==> src/rtl/uart_rx_fifo.sv <==
// rtl/uart_rx_fifo.sv - first-word-fall-through byte FIFO buffering uart_rx frames for the interface
module uart_rx_fifo #(
    parameter int NB_DATA = 8,
    parameter int NB_ADDR = 4
) (
    input  logic               clk,
    input  logic               i_rst,
    input  logic               i_wr,
    input  logic [NB_DATA-1:0] i_data,
    input  logic               i_rd,
    output logic [NB_DATA-1:0] o_data,
    output logic               o_valid,
    output logic               o_full,
    output logic [NB_ADDR:0]   o_count,
    input  logic               i_clr_ovf,
    output logic               o_overflow
);

    localparam logic [NB_ADDR:0] DEPTH = (NB_ADDR+1)'(2**NB_ADDR);

    logic [NB_DATA-1:0] mem_q [2**NB_ADDR];
    logic [NB_ADDR-1:0] wr_ptr_q, wr_ptr_d;
    logic [NB_ADDR-1:0] rd_ptr_q, rd_ptr_d;
    logic [NB_ADDR:0]   count_q, count_d;
    logic               ovf_q, ovf_d;
    logic               push_ok, pop_ok, drop;

    // A push into a full FIFO is only accepted when a pop frees the slot in the same cycle.
    always_comb begin
        pop_ok  = i_rd && (count_q != '0);
        push_ok = i_wr && ((count_q != DEPTH) || pop_ok);
        drop    = i_wr && !push_ok;
    end

    always_comb begin
        wr_ptr_d = wr_ptr_q;
        rd_ptr_d = rd_ptr_q;
        count_d  = count_q;
        ovf_d    = ovf_q;
        if (push_ok) wr_ptr_d = wr_ptr_q + 1'b1;
        if (pop_ok)  rd_ptr_d = rd_ptr_q + 1'b1;
        if (push_ok && !pop_ok) count_d = count_q + 1'b1;
        if (pop_ok && !push_ok) count_d = count_q - 1'b1;
        // Setting on a dropped byte takes priority over a clear in the same cycle.
        if (drop)
            ovf_d = 1'b1;
        else if (i_clr_ovf)
            ovf_d = 1'b0;
    end

    always_ff @(posedge clk) begin
        if (i_rst) begin
            wr_ptr_q <= '0;
            rd_ptr_q <= '0;
            count_q  <= '0;
            ovf_q    <= 1'b0;
        end else begin
            wr_ptr_q <= wr_ptr_d;
            rd_ptr_q <= rd_ptr_d;
            count_q  <= count_d;
            ovf_q    <= ovf_d;
        end
    end

    // Storage is intentionally not reset; reset still blocks the write that cycle.
    always_ff @(posedge clk) begin
        if (!i_rst && push_ok)
            mem_q[wr_ptr_q] <= i_data;
    end

    assign o_data     = mem_q[rd_ptr_q];
    assign o_valid    = (count_q != '0);
    assign o_full     = (count_q == DEPTH);
    assign o_count    = count_q;
    assign o_overflow = ovf_q;

endmodule
==> config.mk <==
export PLATFORM = sky130hd
export DESIGN_NAME = uart_rx_fifo
export DESIGN_NICKNAME = d
export VERILOG_FILES = /design/src/rtl/uart_rx_fifo.sv
export SDC_FILE = /design/constraint.sdc
export NUM_CORES = 1
export LEC_CHECK = 0
export ABC_AREA = 1
export CAP_MARGIN = 20
export CELL_PAD_IN_SITES_DETAIL_PLACEMENT = 0
export CELL_PAD_IN_SITES_GLOBAL_PLACEMENT = 2
export CORE_MARGIN = 2
export CORE_UTILIZATION = 37
export DETAILED_ROUTE_END_ITERATION = 16
export GPL_TIMING_DRIVEN = 0
export PLACE_DENSITY = 0.83
export SYNTH_ARGS = -nofsm -noshare
export SYNTH_HDL_FRONTEND = slang
export SYNTH_SLANG_ARGS = --single-unit
==> constraint.sdc <==
create_clock -name clk -period 1.7 [get_ports clk]
set_input_delay 0.34 -clock clk [delete_from_list [all_inputs] [get_ports clk]]
set_output_delay 0.34 -clock clk [all_outputs]
set_load 0.03 [all_outputs]
==> results of run 1 <==
[cells in the final DEF (no fill, tap or decap), drive strengths merged, types with 8 or more instances in the layout]
cell	synthesis	routed
a21oi	41	41
inv	85	85
clkbuf	6	30
buf	20	34
clkinv	0	8
edfxtp	128	128
o211ai	32	32
o21ai	41	41
nand2	58	58
ha	8	8
dfxtp	18	18
nand3	64	64
clkdlybuf4s50	0	12
nor2	34	34
[report_power, final]
part / internal [mW] / switching [mW] / total (mW) / leakage (nW)
Clock: 2.22 / 1.36 / 3.58 / 0.284
Combinational: 1.23 / 1.92 / 3.15 / 1.27
Sequential: 4.04 / 0.116 / 4.16 / 1.30
Total: 7.49 / 3.40 / 10.9 / 2.86
[worst paths after layout]
kind	from	depth (start not counted)	endpoint
setup reg to reg	o_count[0]	12	o_count[3]
hold reg to reg	o_overflow	2	o_overflow
setup / recovery	flop	8	o_data[0]
hold / removal	o_overflow	2	o_overflow
[timing repair]
action	CTS	global route
setup endpoints to repair	146	12
pin swaps	30	22
buffers inserted	3	3
gates resized for setup	145	27
gates cloned	2	1
[cell families after synthesis]
kind of cell | after synthesis
flops | 146
compound gates | 114
simple gates | 157
xor+xnor | 3
buf+inv | 111
fa+ha+maj | 9
[flip-flops by register name, indices dropped and copies added, names as in the netlist, named ones only]
name	flops
mem_q	128
o_count	5
wr_ptr_q	4
o_overflow	1
rd_ptr_q	4
[metrics by stage]
step	instance area (um^2)	worst slack, ns	power, mW
after floorplan	6270	-0.0733	5.99
after global placement	6820	-0.796	6.90
after detailed placement	6820	-0.863	6.96
after CTS	7680	-0.548	10.8
after global routing	7790	-0.585	11.4
final	7790	-0.541	10.9
[worst reg2reg max path, stage by stage, from the launching register on]
cell and delay (ns):
dfxtp_4 0.36, nor2_4 0.16, nand3_4 0.10, nand2_4 0.09
inv_4 0.04, nand2_4 0.07, inv_4 0.06, ha_4 0.25
a21oi_2 0.11, nand2_1 0.07, xor2_1 0.14, nor2_1 0.09
nor2_1 0.05
[layout make-up]
type / instances / area (um^2)
fillers: 1503 / 8680
plain buffers: 25 / 201
well taps: 220 / 275
inverters: 85 / 324
repair buffers: 37 / 387
multi-input cells: 283 / 1800
clock buffers: 21 / 460
flip-flops and latches: 146 / 4220
clock inverters: 11 / 114
[metal layers]
layer	track usage, %	up-vias
met5	0	-
met4	7.39	0
met3	4.57	22
met2	29.6	114
met1	23.1	2025
li1	-	2000
==> metrics.md, run 1 <==
| Metric | Value |
|---|---|
| Crit path cell chain | buf_6, buf_8, buf_8, o21ai_0, nand3_1, nand3_1, nand2_1, buf_4 |
| CP Max Fanout | 6 |
| Worst setup margin | -0.541 ns |
| Die X | 133 um |
| Mapped Area | 6190 um^2 |
| Period utilization | 132% |
| Startpoint Class | flop |
| Yosys top cell area share | 62.1% |
| RSZ-0062 raised after global routing | true |
| Gpl congestion | 0.862 |
| Die Y | 133 um |
| Critical path class | reg2out |
| Ys async rst share | 0% |
| Yosys reg bits | 146 |
| Placed Instances | 788 |
| Mapped Cells | 540 |
| Initial DRC Count | 407 |
| Largest area contributor in the netlist | edfxtp_1 |
| Top delay family on crit path | buffers and inverters |
| Largest family of logic cells by synthesized area | simple AND/OR/NAND/NOR gates |
| Clk_lat worst skew | 0.43 ns |
| Final setup fails | 10 |
| DRT Wirelength | 15.5 mm |
| Fin crit period | 2.24 ns |
| Top post-synthesis cells by count | edfxtp_1, inv_1, nand3_1 |
| Arr. time, crit path | 1.90 ns |
| Core area | 16500 um^2 |
| Fin cells | 828 |
| ANT nets after route | 0 |
| Routed WL per cell | 18.7 um |
| Final Slew Violations | 0 |
| Mapped Nets | 562 |
| Final layout net count | 617 |
| Clock slew at reported path FFs | 0.06 ns |
| Power Dens Cells | 1400 nW/um^2 |
| I/O pins | 29 |
| Initial Util | 37.6% |
| Mapped Avg Cell Area | 11.5 um^2 |
| Skew final | 0.0141 ns |
| Util after Layout | 47.3% |
| Met3 routed WL | 914 um |
| Sequential area share after synthesis | 67.9% |
| DR top layer | met4 |
| Peak VDD IR | 0.956 mV |
| Xor and xnor area share after synthesis | 0.424% |
| Leak pwr | 2.86 nW |
| Hold/Removal Path Class | reg2reg |
| Drt drc | 0 |
| Root Buffer | clkbuf_16 |
| Post-synth EDFFs | 128 |
| Max clock buf depth | 2 |
| Largest net degree at the start of global routing | 17 |
| # rows | 47 |
| FMAX | 446 MHz |
| Netlist cell types | 26 |
| Worst Hold Slack | 0.465 ns |
| CTS Sinks | 146 |
| H-tree levels | 4 |
| Failing checks | setup timing |
| CTS tree | yes |
| Crit end category | primary output |
| Die area | 17800 um^2 |
| Diode count | 0 |
| CP max stage cell | dfxtp_2 |
| Compound-Gate Fraction of Synth Area | 10.7% |
| Pre-antenna DRT Iters | 5 |
| R2r setup slk | -0.01 ns |
| Max-slew headroom | 40.8% |
| Overflow left after global routing | 0 |
| Wire length on met2 | 7.75 mm |
| Fin. Hold Viols | 0 |
| Post-DP HPWL | 10.5 mm |
| Outcome | finished with violations |
| Worst Tran Pin Value | 0.885 ns |
| Number of buffers created by CTS | 17 |
| Wire length of the first global-routing pass | 23.0 mm |
| Synth Area in Simple Gates | 11.6% |
| Max incr delay on CP | 0.34 ns |
| Synth top area cells | edfxtp_1, dfxtp_1, nand3_1 |
| M1 WL | 6.55 mm |
| Ys flop type | edfxtp_1 |
| Adder-cell area share of the yosys netlist | 1.94% |
| Setup TNS | -3.98 ns |
| Share of layout cells above drive strength 1 | 22.9% |
| Global Route Usage Sum | 18.1% |
| Post-CTS Hold Buffers | 0 |
| Area delta synth->final | 25.8% |
| CP Buf/Inv Count | 4 |
| Via density | 5.03 |
| Port buffer count | 28 |
| Max-cap violations | 0 |
| WP data required | 1.36 ns |
| Mux share of post-synthesis cell area | 0% |
| Syn. warnings | 0 |
| Vias in the first global route | 4073 |
| Count leader, synth | edfxtp_1 |
| Via count | 4161 |
| Initial antenna violation count | 0 |
Note: power is estimated with default switching activity, not from simulation.
==> run 2, diff against run 1 <==
- CTS_CLUSTER_DIAMETER: default -> 150
- HOLD_SLACK_MARGIN: default -> 0.1
==> results of run 2 <==
Same layout as run 1: the final DEF is identical, and so are final timing and power.
